File: src/rtl/credit_issuer.sv
// credit_issuer: N-wide in-order issue stage. Holds one bundle, issues the
// longest in-order prefix that fits the station/ROB credits, and keeps local
// credit counters that are replenished by release pulses from downstream.
module credit_issuer #(
    parameter int ISSUE_WIDTH = 2,
    parameter int NUM_ST      = 4,
    parameter int ST_DEPTH    = 8,
    parameter int ROB_DEPTH   = 32,
    parameter int PAYLOAD_W   = 128,
    localparam int STW = $clog2(NUM_ST + 1),
    localparam int CW  = $clog2(ROB_DEPTH + 1),
    localparam int RW  = $clog2(ISSUE_WIDTH + 1)
) (
    input  logic                             clock,
    input  logic                             reset,
    input  logic                             flush,
    input  logic [ISSUE_WIDTH-1:0]           in_valid,
    input  logic [ISSUE_WIDTH*STW-1:0]       in_st_type,
    input  logic [ISSUE_WIDTH*PAYLOAD_W-1:0] in_payload,
    output logic                             in_ready,
    output logic [ISSUE_WIDTH-1:0]           out_valid,
    output logic [ISSUE_WIDTH*STW-1:0]       out_st_type,
    output logic [ISSUE_WIDTH*PAYLOAD_W-1:0] out_payload,
    input  logic [NUM_ST*RW-1:0]             st_release,
    input  logic [RW-1:0]                    rob_release,
    output logic [NUM_ST*CW-1:0]             st_credit,
    output logic [CW-1:0]                    rob_credit,
    output logic                             stop
);

    localparam int IW = ISSUE_WIDTH;
    localparam logic [CW-1:0] ST_FULL  = CW'(ST_DEPTH);
    localparam logic [CW-1:0] ROB_FULL = CW'(ROB_DEPTH);

    // Credit after this cycle's claims and releases, kept one bit wider so an
    // over-release is visible before saturation. Claims never exceed credit.
    function automatic logic [CW:0] credit_sum(input logic [CW-1:0] cur,
                                               input logic [CW-1:0] claim,
                                               input logic [RW-1:0] rel);
        credit_sum = {1'b0, cur} - {1'b0, claim} + (CW+1)'(rel);
    endfunction

    // Saturate a widened credit sum at the structure depth.
    function automatic logic [CW-1:0] credit_sat(input logic [CW:0]   sum,
                                                 input logic [CW-1:0] depth);
        credit_sat = (sum > {1'b0, depth}) ? depth : sum[CW-1:0];
    endfunction

    logic clear;
    assign clear = reset | flush;

    // Hold register (stage p0)
    logic [IW-1:0]        vld_p0;
    logic [STW-1:0]       type_p0 [IW];
    logic [PAYLOAD_W-1:0] pay_p0  [IW];

    // Issued slots (stage p1)
    logic [IW-1:0]        vld_p1;
    logic [STW-1:0]       type_p1 [IW];
    logic [PAYLOAD_W-1:0] pay_p1  [IW];
    logic                 stop_p1;

    // Credit counters
    logic [CW-1:0] st_cred [NUM_ST];
    logic [CW-1:0] rob_cred;

    // Issue decision and per-resource claims made this cycle
    logic [IW-1:0] issue;
    logic [CW-1:0] st_claim [NUM_ST];
    logic [CW-1:0] rob_claim;
    logic          stall;
    logic          accept;

    // In-order walk of the held bundle: a valid slot issues only if every earlier valid slot did
    always_comb begin
        logic blocked;
        logic fits;
        issue     = '0;
        rob_claim = '0;
        blocked   = 1'b0;
        fits      = 1'b0;
        for (int s = 0; s < NUM_ST; s++) st_claim[s] = '0;
        for (int j = 0; j < IW; j++) begin
            if (vld_p0[j]) begin
                fits = (rob_cred > rob_claim);
                for (int s = 0; s < NUM_ST; s++) begin
                    if (type_p0[j] == STW'(s) && !(st_cred[s] > st_claim[s])) fits = 1'b0;
                end
                if (!blocked && fits) begin
                    issue[j]  = 1'b1;
                    rob_claim = rob_claim + CW'(1);
                    for (int s = 0; s < NUM_ST; s++) begin
                        if (type_p0[j] == STW'(s)) st_claim[s] = st_claim[s] + CW'(1);
                    end
                end else begin
                    blocked = 1'b1;
                end
            end
        end
    end

    assign stall    = |(vld_p0 & ~issue);
    assign in_ready = !clear && !stall;
    assign accept   = (|in_valid) && in_ready;

    // Next credit values and over-release detection
    logic [CW:0] st_sum [NUM_ST];
    logic [CW:0] rob_sum;
    logic        over;

    // Combine current credit, claims and release for every counter
    always_comb begin
        rob_sum = credit_sum(rob_cred, rob_claim, rob_release);
        over    = (rob_sum > {1'b0, ROB_FULL});
        for (int s = 0; s < NUM_ST; s++) begin
            st_sum[s] = credit_sum(st_cred[s], st_claim[s], st_release[s*RW +: RW]);
            if (st_sum[s] > {1'b0, ST_FULL}) over = 1'b1;
        end
    end

    // Hold valid bits: reload on accept, otherwise retire the slots that issued
    always_ff @(posedge clock) begin
        if (clear) begin
            vld_p0 <= '0;
        end else if (accept) begin
            vld_p0 <= in_valid;
        end else begin
            vld_p0 <= vld_p0 & ~issue;
        end
    end

    // Hold data: qualified by vld_p0, so it carries no reset
    always_ff @(posedge clock) begin
        if (accept) begin
            for (int j = 0; j < IW; j++) begin
                type_p0[j] <= in_st_type[j*STW +: STW];
                pay_p0[j]  <= in_payload[j*PAYLOAD_W +: PAYLOAD_W];
            end
        end
    end

    // Issue strobes and upstream stop
    always_ff @(posedge clock) begin
        if (clear) begin
            vld_p1  <= '0;
            stop_p1 <= 1'b0;
        end else begin
            vld_p1  <= issue;
            stop_p1 <= stall;
        end
    end

    // Issued data: don't-care where vld_p1 is low
    always_ff @(posedge clock) begin
        for (int j = 0; j < IW; j++) begin
            type_p1[j] <= type_p0[j];
            pay_p1[j]  <= pay_p0[j];
        end
    end

    // Credit counters: subtract claims, add releases, saturate at depth
    always_ff @(posedge clock) begin
        if (clear) begin
            for (int s = 0; s < NUM_ST; s++) st_cred[s] <= ST_FULL;
            rob_cred <= ROB_FULL;
        end else begin
            for (int s = 0; s < NUM_ST; s++) st_cred[s] <= credit_sat(st_sum[s], ST_FULL);
            rob_cred <= credit_sat(rob_sum, ROB_FULL);
            assert (!over) else $error("credit_issuer: release pushed a credit above depth");
        end
    end

    // Flatten registered state onto the output ports
    always_comb begin
        for (int j = 0; j < IW; j++) begin
            out_st_type[j*STW +: STW]             = type_p1[j];
            out_payload[j*PAYLOAD_W +: PAYLOAD_W] = pay_p1[j];
        end
        for (int s = 0; s < NUM_ST; s++) st_credit[s*CW +: CW] = st_cred[s];
    end

    assign out_valid  = vld_p1;
    assign stop       = stop_p1;
    assign rob_credit = rob_cred;

endmodule

File: config.mk
export PLATFORM = sky130hd
export DESIGN_NAME = credit_issuer
export DESIGN_NICKNAME = d
export VERILOG_FILES = /design/src/rtl/credit_issuer.sv
export SDC_FILE = /design/constraint.sdc
export NUM_CORES = 1
export LEC_CHECK = 0
export CORE_AREA = 2 2 224 226
export CTS_CLUSTER_DIAMETER = 100
export DETAILED_ROUTE_END_ITERATION = 12
export DIE_AREA = 0 0 226 228
export HOLD_SLACK_MARGIN = 0.02
export PLACE_DENSITY = 0.72
export SLEW_MARGIN = 0
export SYNTH_ARGS = -nofsm -noshare
export SYNTH_HDL_FRONTEND = slang
export SYNTH_SLANG_ARGS = --single-unit
File: constraint.sdc
create_clock -name clock -period 47.9 [get_ports clock]
set_input_delay 9.58 -clock clock [delete_from_list [all_inputs] [get_ports clock]]
set_output_delay 9.58 -clock clock [all_outputs]
set_load 0.01 [all_outputs]
==> impl_metrics.tcl <==
set metrics [dict create \
    power_mw 1.09 \
    drv_cap 0 \
    p_leak_nw 9.38 \
    endpoint "in_ready" \
    gr-total-overflow 0 \
    clockRootBuffer "clkbuf_16" \
    core_area_um2 49300 \
    r2r_cells 24 \
    initial_core_util_pct 33.1 \
    vdd_drop_max_v 0.0000317 \
    drive_gt1_share_pct 6.59 \
    hold_viol_final 0 \
    drt-vias-per-instance 4.23 \
    ys_top_cells_by_count "297 x dfxtp_1, 262 x edfxtp_1, 73 x inv_1, 56 x ha_1, 23 x nor2_1" \
    grt_use_met2_pct 28.8 \
    r2r_slack_ns 41.77 \
    worstMarginPinSlew_ns 1.20 \
    synth_ff_type "dfxtp_1" \
    period_share_pct 43.1 \
    gp_congestion 0.807 \
    setup.worst_path.end_class "output pin" \
    grt_setup_unrepaired "false" \
    crit_family "buffers and inverters" \
    first_pass_iters 4 \
    stdcell_area_um2 24900 \
    crit_required_ns 38.32 \
    cts-buffers-inserted 56 \
    post-dp-hpwl_um 31500 \
    nets 1876 \
    grt_use_met3_pct 7.24 \
    slew_headroom_pct 20.2 \
    synth_edf_count 262 \
    timing.fmax_mhz 48.4 \
    synth_largest_area_cell "edfxtp_1" \
    cp-startpoint "flush" \
    drc_errors 0 \
    dpl_cell_area_um2 23000 \
    crit_chain "clkdlybuf4s50_1, or2_2, nor2_1, clkdlybuf4s50_1" \
    crit_path_frequent_cell "clkdlybuf4s50_1" \
    cts_tree "done" \
    cp_max_fo 9 \
    setup_viol 0 \
    power_per_cell_area_nw_per_um2 43.8 \
    fin_worst_skew_ns 0.0190 \
    htreeDepth 2 \
    timing.final.crit_period_ns 20.67 \
    die_area_um2 51500 \
    area.growth.synth_to_final_pct 52.1 \
    cts.sinks 559 \
    io_pins 573 \
    critPathKind "in2out" \
    synth_top_area_share_pct 48.1 \
    avgSynthCellArea_um2 18.3 \
    setup_tns_ns 0 \
    grt_max_degree 168 \
    port_buffers 572 \
    synth.area.top_cells "edfxtp_1 48%, dfxtp_1 36%, ha_1 4.3%" \
    routed_wl_um 42600 \
    vias 9529 \
    ys_types 54 \
    slew_violations 0 \
    busiest_layer "met2" \
    outcome "completed" \
    cts_setup_buffers 0 \
    gr-usage-met1_pct 16.3 \
    drtIter0Drc 531 \
    ys_async_sr_fraction_pct 0 \
    num_rows 82 \
    critPathArrivalTime_ns 11.09 \
    ctsHoldBuffers 0 \
    fp.dieH_um 228 \
    r2r-start "st_cred[0][11]$_SDFF_PP0_" \
    ant_nets 0 \
    grt_usage_pct 16.2 \
    synth_cells 894 \
    grt_pass1_wl_um 61500 \
    cts_buffer_depth 3 \
    clk_pin_slew_ns 0.06 \
    die_w_um 226 \
    worst-path-buf-inv 2 \
    clock_latency_ns 0.59 \
    syn_area_um2 16400 \
    antenna_found_initial 10 \
    synth_seq_cells 559 \
    routedWlPerCell_um 18.9 \
    synth_warnings 0 \
    cp_slowest_cell "clkdlybuf4s50_1" \
    synth_seq_area_share_pct 84.5 \
    cp.depth 4 \
    start_kind "input port" \
    grt_pass1_vias 10200 \
    slowest_delay_ns 0.54 \
    hp-class "reg2reg" \
    cts_resized 0 \
    reg2reg_to "rob_credit[0]$_SDFF_PP0_" \
    yosysMostFrequentCell "dfxtp_1" \
]
## through the flow
step / worst slack (ns) / instances / hold slack, ns / utilization [%]
floorplan: 19.10 / 901 / 0.323 / -
global placement: 27.20 / 2147 / 0.324 / 46.6
detailed placement: 27.22 / 2147 / 0.327 / 46.6
CTS: 27.22 / 2251 / 0.330 / 50.4
global route: 27.17 / 2251 / 0.337 / 50.4
finish: 27.23 / 2252 / 0.326 / 50.4
## cell families (layout without fill, tap and decap cells)
logic type                 after synthesis  in the layout  synth area share [%]
and+or+nand+nor                        111            111                  3.88
adders and majority gates               66             66                  5.51
buffers and inverters                   74            752                  1.72
muxes                                    4              4                 0.367
xor gates and xnor gates                11             11                 0.589
DFF                                    559            559                  84.5
AOI/OAI and AO/OA                       68             68                  3.44
other                                    1              9                0.0229
## placed cells by master (no fill, tap or decap), types with 7 or more instances in the layout
cell type / instances
clkdlybuf4s50_1: 572
dfxtp_1: 297
edfxtp_1: 262
inv_1: 73
clkbuf_16: 57
ha_1: 56
nor2_1: 23
nor3_1: 13
nand2_1: 10
a21oi_1: 10
fa_1: 10
nor4b_1: 9
o21ai_0: 8
and3_1: 8
xnor2_1: 8
clkbuf_1: 8
clkinv_1: 8
conb_1: 8
a311oi_1: 7
nor4_1: 7
clkinv_2: 7
## power by group
| group | internal [mW] | leakage (nW) | total (mW) | switching (mW) |
|---|---|---|---|---|
| clock network | 0.261 | 0.920 | 0.441 | 0.180 |
| registers | 0.527 | 4.93 | 0.535 | 0.00794 |
| logic | 0.0596 | 3.53 | 0.112 | 0.0524 |
| total | 0.848 | 9.38 | 1.09 | 0.241 |
## cell type report
cell class / instances / area [um^2]
Sequential cell: 559 / 13800
Inverter: 73 / 274
Clock inverter: 33 / 357
Timing Repair Buffer: 575 / 5760
Clock buffer: 71 / 1540
Tap cell: 672 / 841
Multi-Input combinational cell: 268 / 2290
Antenna cell: 1 / 2.50
Fill cell: 4024 / 24500
## routing by layer
metal | share of wire [%] | vias to the layer above
met3 | 10 | 104
met5 | 0.27 | -
met4 | 3.7 | 18
li1 | - | 4480
met2 | 51 | 409
met1 | 35 | 4518
## state kept, by name, indices dropped and copies added (netlist names)
register,count
rob_credit,6
stop,1
type_p0,6
out_valid,2
pay_p1,256
pay_p0,256
st_cred,24
type_p1,6
vld_p0,2
## how the worst min path moves through the flow
stage,startpoint,depth (start not counted),slack (ns),to
finish,pay_p0[0][238]$_DFFE_PP_,0,0.33,pay_p1[0][238]$_DFF_P_
global route,pay_p0[0][174]$_DFFE_PP_,0,0.34,pay_p1[0][174]$_DFF_P_
CTS,pay_p0[0][238]$_DFFE_PP_,0,0.33,pay_p1[0][238]$_DFF_P_
detailed placement,pay_p0[0][164]$_DFFE_PP_,0,0.33,pay_p1[0][164]$_DFF_P_
global placement,pay_p0[0][71]$_DFFE_PP_,0,0.32,pay_p1[0][71]$_DFF_P_
floorplan,pay_p0[0][0]$_DFFE_PP_,0,0.32,pay_p1[0][0]$_DFF_P_
## worst register-to-register path, cell delays in order, from the launching register on
cell and delay (ns):
dfxtp_1 0.42, inv_1 0.11, ha_1 0.20, nand3b_1 0.14, o32ai_1 0.14, a2111o_1 0.55, nor3_1 0.32, ha_1 0.30
nor2_1 0.08, o32ai_1 0.11, a2111oi_4 0.55, o21a_1 0.34, ha_1 0.28, nand2_1 0.06, o21ai_0 0.09, ha_1 0.29
inv_1 0.07, ha_1 0.16, inv_1 0.06, fa_1 0.37, nor2b_1 0.17, o21ba_2 0.18, o21ai_0 0.12, a311oi_1 0.72
nor3_1 0.14
No activity file was read; power rests on OpenSTA's default activity.
